--- src/rtl/alu_arbiter.sv ---
// Round-robin arbiter sharing one combinational 4-bit ALU between two requesters.
// One transaction is in flight at a time: accept, hold operands to settle, capture, respond.
module alu_arbiter #(
    parameter int unsigned SETTLE_CYCLES = 1
) (
    input  logic       clk,
    input  logic       rst,
    input  logic [1:0] req_valid,
    output logic [1:0] req_ready,
    input  logic [2:0] req_op0,
    input  logic [3:0] req_a0,
    input  logic [3:0] req_b0,
    input  logic [2:0] req_op1,
    input  logic [3:0] req_a1,
    input  logic [3:0] req_b1,
    output logic [1:0] rsp_valid,
    input  logic [1:0] rsp_ready,
    output logic [4:0] rsp_data,
    output logic [3:0] alu_a,
    output logic [3:0] alu_b,
    output logic       alu_s0,
    output logic       alu_s1,
    output logic       alu_s3,
    input  logic [4:0] alu_out,
    output logic       busy,
    output logic [7:0] ops_done
);

    typedef enum logic [1:0] {
        IDLE   = 2'd0,
        SETTLE = 2'd1,
        RESP   = 2'd2
    } state_t;

    localparam logic [3:0] SETTLE_INIT = 4'(SETTLE_CYCLES);

    state_t     state_q, state_d;
    logic       gnt_q, gnt_d;
    logic       last_grant_q, last_grant_d;
    logic [3:0] cnt_q, cnt_d;
    logic [4:0] result_q, result_d;
    logic [3:0] alu_a_q, alu_a_d;
    logic [3:0] alu_b_q, alu_b_d;
    logic [2:0] sel_q, sel_d;
    logic [7:0] ops_done_q, ops_done_d;
    logic       pick_s;
    logic [1:0] req_ready_s;

    // Next-state, arbitration and datapath latch selection
    always_comb begin
        state_d      = state_q;
        gnt_d        = gnt_q;
        last_grant_d = last_grant_q;
        cnt_d        = cnt_q;
        result_d     = result_q;
        alu_a_d      = alu_a_q;
        alu_b_d      = alu_b_q;
        sel_d        = sel_q;
        ops_done_d   = ops_done_q;
        pick_s       = 1'b0;
        req_ready_s  = 2'b00;
        case (state_q)
            IDLE: begin
                if (req_valid != 2'b00) begin
                    // On a tie the requester not served last wins
                    if (req_valid == 2'b11) begin
                        pick_s = ~last_grant_q;
                    end else begin
                        pick_s = req_valid[1];
                    end
                    req_ready_s = pick_s ? 2'b10 : 2'b01;
                    gnt_d       = pick_s;
                    alu_a_d     = pick_s ? req_a1  : req_a0;
                    alu_b_d     = pick_s ? req_b1  : req_b0;
                    sel_d       = pick_s ? req_op1 : req_op0;
                    cnt_d       = SETTLE_INIT;
                    state_d     = SETTLE;
                end else begin
                    state_d = IDLE;
                end
            end
            SETTLE: begin
                cnt_d = cnt_q - 4'd1;
                if (cnt_q == 4'd1) begin
                    result_d = alu_out;
                    state_d  = RESP;
                end else begin
                    state_d = SETTLE;
                end
            end
            RESP: begin
                if (rsp_ready[gnt_q]) begin
                    last_grant_d = gnt_q;
                    ops_done_d   = ops_done_q + 8'd1;
                    state_d      = IDLE;
                end else begin
                    state_d = RESP;
                end
            end
            default: begin
                state_d = IDLE;
            end
        endcase
    end

    // State and datapath registers with synchronous reset
    always_ff @(posedge clk) begin
        if (rst) begin
            state_q      <= IDLE;
            gnt_q        <= 1'b0;
            last_grant_q <= 1'b1;
            cnt_q        <= 4'd0;
            result_q     <= 5'd0;
            alu_a_q      <= 4'd0;
            alu_b_q      <= 4'd0;
            sel_q        <= 3'd0;
            ops_done_q   <= 8'd0;
        end else begin
            state_q      <= state_d;
            gnt_q        <= gnt_d;
            last_grant_q <= last_grant_d;
            cnt_q        <= cnt_d;
            result_q     <= result_d;
            alu_a_q      <= alu_a_d;
            alu_b_q      <= alu_b_d;
            sel_q        <= sel_d;
            ops_done_q   <= ops_done_d;
        end
    end

    assign req_ready = req_ready_s;
    assign rsp_valid = (state_q == RESP) ? (gnt_q ? 2'b10 : 2'b01) : 2'b00;
    assign rsp_data  = (state_q == RESP) ? result_q : 5'd0;
    assign alu_a     = alu_a_q;
    assign alu_b     = alu_b_q;
    assign alu_s3    = sel_q[2];
    assign alu_s0    = sel_q[1];
    assign alu_s1    = sel_q[0];
    assign busy      = (state_q != IDLE);
    assign ops_done  = ops_done_q;

endmodule

--- config.mk ---
export PLATFORM = sky130hd
export DESIGN_NAME = alu_arbiter
export DESIGN_NICKNAME = d
export VERILOG_FILES = /design/src/rtl/alu_arbiter.sv
export SDC_FILE = /design/constraint.sdc
export NUM_CORES = 1
export LEC_CHECK = 0
export ABC_AREA = 1
export CAP_MARGIN = 10
export CORE_MARGIN = 4
export CORE_UTILIZATION = 45
export CTS_CLUSTER_DIAMETER = 120
export DETAILED_ROUTE_END_ITERATION = 10
export PLACE_DENSITY_LB_ADDON = 0.25
export SYNTH_ARGS = -nofsm -noshare
export SYNTH_HDL_FRONTEND = slang
export SYNTH_SLANG_ARGS = --single-unit
export TNS_END_PERCENT = 50
--- constraint.sdc ---
create_clock -name clk -period 3.5 [get_ports clk]
set_clock_uncertainty 0.1 [all_clocks]
set_input_delay 0.7 -clock clk [delete_from_list [all_inputs] [get_ports clk]]
set_output_delay 0.7 -clock clk [all_outputs]
set_load 0.02 [all_outputs]
==> flow_summary.toml, run 1 <==
[status]
outcome = "complete, no violations"

[drt]
ant_nets = 0
wl_per_cell_um = 10.7
drc_errors = 0
num_vias = 1574
viasPerCell = 4.73
drtIter0Drc = 64
firstDrtPassIters = 4
detail_route.wirelength_um = 3570

[synthesis]
syn_inst = 223
synth.most_common_cell = "inv_1"
synth-edff-count = 0
ys_top_cells_by_area = "dfxtp_1, inv_1, nor2_1"
synth.avg_cell_area_um2 = 6.97
synth_ff_type = "dfxtp_1"
synth_area_leader_cell = "dfxtp_1"
yosys.area.top_type_share_pct = 41.2
yosysSeqAreaShare_pct = 41.2
ys.warnings.count = 0
ys_top_cells_by_count = "inv_1, nor2_1, dfxtp_1"
synth_fp_nets = 259
ys_seq_elements = 32
synthArstFlopShare_pct = 0
syn_area_mm2 = 0.00155
synth.distinct_cells = 24

[clocking]
clockRootBuffer = "clkbuf_4"
insertion_delay_ns = 0.34
cts_tree = "done"
path_clk_slew_ns = 0.10
post_cts_resized = 0
numCtsBuffers = 5
cts_buffer_depth = 2
post_cts_buffers = 0
hold_buffers = 0
cts.sink_count = 32
htreeDepth = 2

[place]
hpwl_um = 2660
gp_congestion = 0.758
placed_cells = 325
port_buffers = 61

[grt]
grt_max_degree = 28
antenna_found_initial = 0
grt_first_pass_wirelength_um = 6070
grtUsageTotal_pct = 18.3
overflow = 0
grt_pass1_vias = 1405

[setup_path]
rrSetupSlack_ns = 1.99
crit_path_start_kind = "input pin"
crit_path_end = "req_ready[0]"
r2r_cells = 5
timing.rr.start = "state_q[0]"
crit_arrival_ns = 2.18
cp-startpoint = "req_valid[0]"
r2r-end = "result_q[0]"
worst-setup-path-type = "input pin to output port"
crit_required_ns = 2.70
critPathCaptureType = "output port"
cp_max_fo = 4

[floorplan]
placeableCoreArea_mm2 = 0.00334
ios = 62
rows = 21
die_area_mm2 = 0.00446
start_util_pct = 46.6
die_h_um = 66.8
dieWidth_um = 66.8

[pwr]
p_per_area_mw_per_mm2 = 432
vdd_ir_drop_max_mv = 0.262
leakagePower_nw = 0.938

[job]
maxCapViolations = 0

[layout]
syn2layout_area_growth_pct = 45.5
antenna_cells = 0
layout-drive-gt1-share_pct = 7.32
final_cells = 333
nNetsFinal = 322
num-fill-cells = 319

[sta]
timing.fmax_mhz = 335
worstMarginPinSlew_ns = 0.732
slew_headroom_pct = 51.1
period_share_pct = 85.2
rsz0062_at_grt = "false"
setup_viol = 0
hold_violations = 0
fin_crit_ns = 2.98
drv_slew = 0
setup_tns_ns = 0

[hold_path]
hold_path.class = "flip-flop to flip-flop"
cells in the final DEF (no fill, tap or decap), types with 2 or more instances in the layout:
master / synthesis / routed
ha_1: 3 / 3
nand3_1: 7 / 7
nand4_1: 2 / 2
nor2_4: 3 / 3
clkinv_2: 0 / 2
inv_1: 36 / 36
dfxtp_1: 32 / 32
clkbuf_4: 0 / 5
o21ai_0: 25 / 25
clkdlybuf4s50_1: 0 / 61
nand2_1: 29 / 29
o21ai_1: 8 / 8
a21oi_1: 24 / 24
nor2_1: 35 / 35
buf_4: 2 / 2
inv_2: 3 / 3
state kept, by name, summed over array words and instances (netlist names):
register and cells:
result_q 5, state_q 2, cnt_q 4, gnt_q 1
ops_done 8, alu_b 4, last_grant_q 1, sel_q 3
alu_a 4
critical path, stage by stage:
cell and delay [ns]:
clkdlybuf4s50_1 0.49, nor2_1 0.07, nor2_4 0.13, inv_1 0.09
nor2_1 0.08, clkdlybuf4s50_1 0.62
stage by stage:
stage | setup slack, ns | instance area, um2 | util (%) | total power [W] | hold slack [ns]
after floorplan | 1.33 | 1550 | - | 0.000636 | 0.330
after global placement | 0.512 | 2200 | 65.9 | 0.000760 | 0.340
after detailed placement | 0.503 | 2200 | 65.9 | 0.000764 | 0.346
after CTS | 0.505 | 2260 | 67.8 | 0.000989 | 0.362
after global routing | 0.434 | 2260 | 67.8 | 0.00105 | 0.386
final | 0.519 | 2260 | 67.8 | 0.000977 | 0.358
cell families (layout without fill, tap and decap cells):
logic type	count (synthesis)	after routing	synth area share [%]
buffers and inverters	47	111	12.2
and+or+nand+nor	79	79	23.0
DFF	32	32	41.2
adders and majority gates	3	3	2.42
xor gates and xnor gates	2	2	1.13
AOI/OAI and AO/OA	60	60	20.0
how the worst min path moves through the flow:
stage                      startpoint          end  slack (ns)  cells after the start
after floorplan           result_q[0]  result_q[0]        0.33                      2
after global placement    result_q[4]  result_q[4]        0.34                      2
after detailed placement  result_q[4]  result_q[4]        0.35                      2
after CTS                 result_q[2]  result_q[2]        0.36                      2
after global routing      result_q[2]  result_q[2]        0.39                      2
final                     result_q[2]  result_q[2]        0.36                      2
report_power, final:
group / switching, W / internal, W / leakage, nW
combinational: 0.000173 / 0.000145 / 0.638
clock: 0.000127 / 0.0000955 / 0.0380
sequential: 0.0000267 / 0.000410 / 0.262
total: 0.000326 / 0.000650 / 0.938
per-layer routing:
layer / up-vias / global-route usage [%] / part of all wire (%)
met5: - / 0 / 0
met4: 0 / 9.90 / 2.3
met3: 7 / 7.25 / 10
met2: 52 / 27.8 / 44
met1: 684 / 22.0 / 43
li1: 831 / - / -
area by class of cell:
type	instances	area, um2	area share (%)
Multi-Input combinational cell	144	723	32.0
Sequential cell	32	641	28.3
Timing Repair Buffer	63	626	27.7
Inverter	40	153	6.75
Tap cell	46	57.6	2.55
Clock buffer	6	51.3	2.27
Clock inverter	2	10.0	0.443
Note: power is estimated with default switching activity, not from simulation.
==> inputs of run 2 (changes only) <==
--- a/config.mk
+++ b/config.mk
@@ -13,4 +13,5 @@
 export DETAILED_ROUTE_END_ITERATION = 10
 export PLACE_DENSITY_LB_ADDON = 0.25
+export SETUP_SLACK_MARGIN = 0.05
 export SYNTH_ARGS = -nofsm -noshare
 export SYNTH_HDL_FRONTEND = slang
==> constraint.sdc (replaced) <==
create_clock -name clk -period 3.5 [get_ports clk]
set_clock_uncertainty 0.1 [all_clocks]
set_input_delay 0.875 -clock clk [delete_from_list [all_inputs] [get_ports clk]]
set_output_delay 0.875 -clock clk [all_outputs]
set_load 0.02 [all_outputs]
==> flow_summary.toml, run 2 (synthesis results as in run 1) <==
[floorplan]
start_util_pct = 46.6
die_h_um = 66.8
dieWidth_um = 66.8
placeableCoreArea_mm2 = 0.00334
ios = 62
rows = 21
die_area_mm2 = 0.00446

[sta]
drv_slew = 0
timing.fmax_mhz = 294
hold_violations = 0
period_share_pct = 97.2
setup_viol = 0
setup_tns_ns = 0
rsz0062_at_grt = "true"
setup_slack_ns = 0.0991
worstMarginPinSlew_ns = 0.708
fin_crit_ns = 3.40
slew_headroom_pct = 52.8

[hold_path]
hold_path.class = "flip-flop to flip-flop"

[setup_path]
crit_required_ns = 2.52
crit_path_start_kind = "input pin"
crit_arrival_ns = 2.43
critPathCaptureType = "output port"
cp_slowest_cell = "clkdlybuf4s50_1"
cp_max_fo = 7
cp_slowest_stage_delay_ns = 0.59
cp_common_cell = "clkdlybuf4s50_1"
worst-setup-path-type = "input pin to output port"
crit_chain = "clkdlybuf4s50_1 > a21boi_2 > nand2_1 > inv_1 > clkdlybuf4s50_1"

[pwr]
intPower_w = 0.000654
switching_share_pct = 33.0
pwr-share-clk_pct = 22.5
power_switching_w = 0.000322
seqPwrFrac_pct = 44.9
vdd_ir_drop_max_mv = 0.282
power_frac_comb_pct = 32.6
p_per_area_mw_per_mm2 = 432
leakagePower_nw = 0.944

[grt]
grt_first_pass_wirelength_um = 6010
grtUsageTotal_pct = 17.8
grt_max_degree = 28
antenna_found_initial = 0
overflow = 0
grt_pass1_vias = 1399

[clocking]
cts_buffer_depth = 2
clockRootBuffer = "clkbuf_4"
htreeDepth = 2
path_clk_slew_ns = 0.09
cts_tree = "done"
numCtsBuffers = 5
cts.sink_count = 32
insertion_delay_ns = 0.32
post_cts_buffers = 0

[place]
port_buffers = 61
dpl_worst_slack_ns = 0.0901
gp_congestion = 0.723
placed_cells = 325
hpwl_um = 2710

[drt]
num_vias = 1572
wl_met1_um = 1540
viasPerCell = 4.72
drc_errors = 0
drtIter0Drc = 81
wl_met2_um = 1690
top_layer = "met4"
detail_route.wirelength_um = 3580
wl_per_cell_um = 10.7
firstDrtPassIters = 4
ant_nets = 0
route.met3.wl_um = 330

[layout]
antenna_cells = 0
nNetsFinal = 322
layout-drive-gt1-share_pct = 6.62
syn2layout_area_growth_pct = 45.5
largest_register_ffs = 8
final_cell_mix = "clkdlybuf4s50_1, inv_1, nor2_1, dfxtp_1, nand2_1"
layout_commonest_cell = "clkdlybuf4s50_1"
num-fill-cells = 316
final_cells = 333

[job]
maxCapViolations = 0

[status]
outcome = "complete, no violations"
-- run 2: area by class of cell --
type / instances / area, um2 / area share [%]
multi-input combinational: 144 / 723 / 32.0
sequential: 32 / 641 / 28.3
timing repair buffer: 63 / 628 / 27.8
inverter: 40 / 153 / 6.75
clock buffer: 8 / 58.8 / 2.60
tap: 46 / 57.6 / 2.55
-- run 2: routing by layer --
layer / vias up / GRT usage, %
met5: - / 0
met4: 0 / 8.38
met3: 2 / 6.24
met2: 54 / 30.0
met1: 681 / 20.0
li1: 835 / -
-- run 2: repair_timing --
action | 4_1_cts | 5_1_grt
hold buffers | 0 | 0
gates resized for setup | 0 | 1
endpoints found under the setup margin | 0 | 2
-- run 2: path summary, 6_finish.rpt --
kind                              startpoint            to  slack [ns]  cells past startpoint
worst max-delay path            req_valid[1]  req_ready[1]         0.1                      5
worst max register to register    state_q[0]   result_q[0]        1.97                      5
worst min-delay path             result_q[4]   result_q[4]        0.36                      2
worst min register to register   result_q[4]   result_q[4]        0.36                      2
-- run 2: critical path, delay by kind of cell --
kind | cells | cell delay [ns]
buffers and inverters | 3 | 1.14
AOI/OAI and AO/OA | 1 | 0.28
and+or+nand+nor | 1 | 0.13
-- run 2: per-stage QoR --
stage               instance area, um2  total power (W)  utilization, %  hold slack, ns
floorplan                         1550         0.000636               -           0.330
global placement                  2200         0.000760            65.9           0.340
detailed placement                2200         0.000766            65.9           0.346
CTS                               2260         0.000985            67.7           0.360
global route                      2260          0.00104            67.8           0.383
finish                            2260         0.000976            67.8           0.358
-- run 2: power groups by stage --
stage                     Clock (W)  Combinational [W]  Sequential (W)
after floorplan                   0           0.000164        0.000471
after global placement            0           0.000316        0.000445
after detailed placement          0           0.000320        0.000446
after CTS                  0.000226           0.000322        0.000438
after global routing       0.000240           0.000354        0.000445
final                      0.000219           0.000318        0.000438
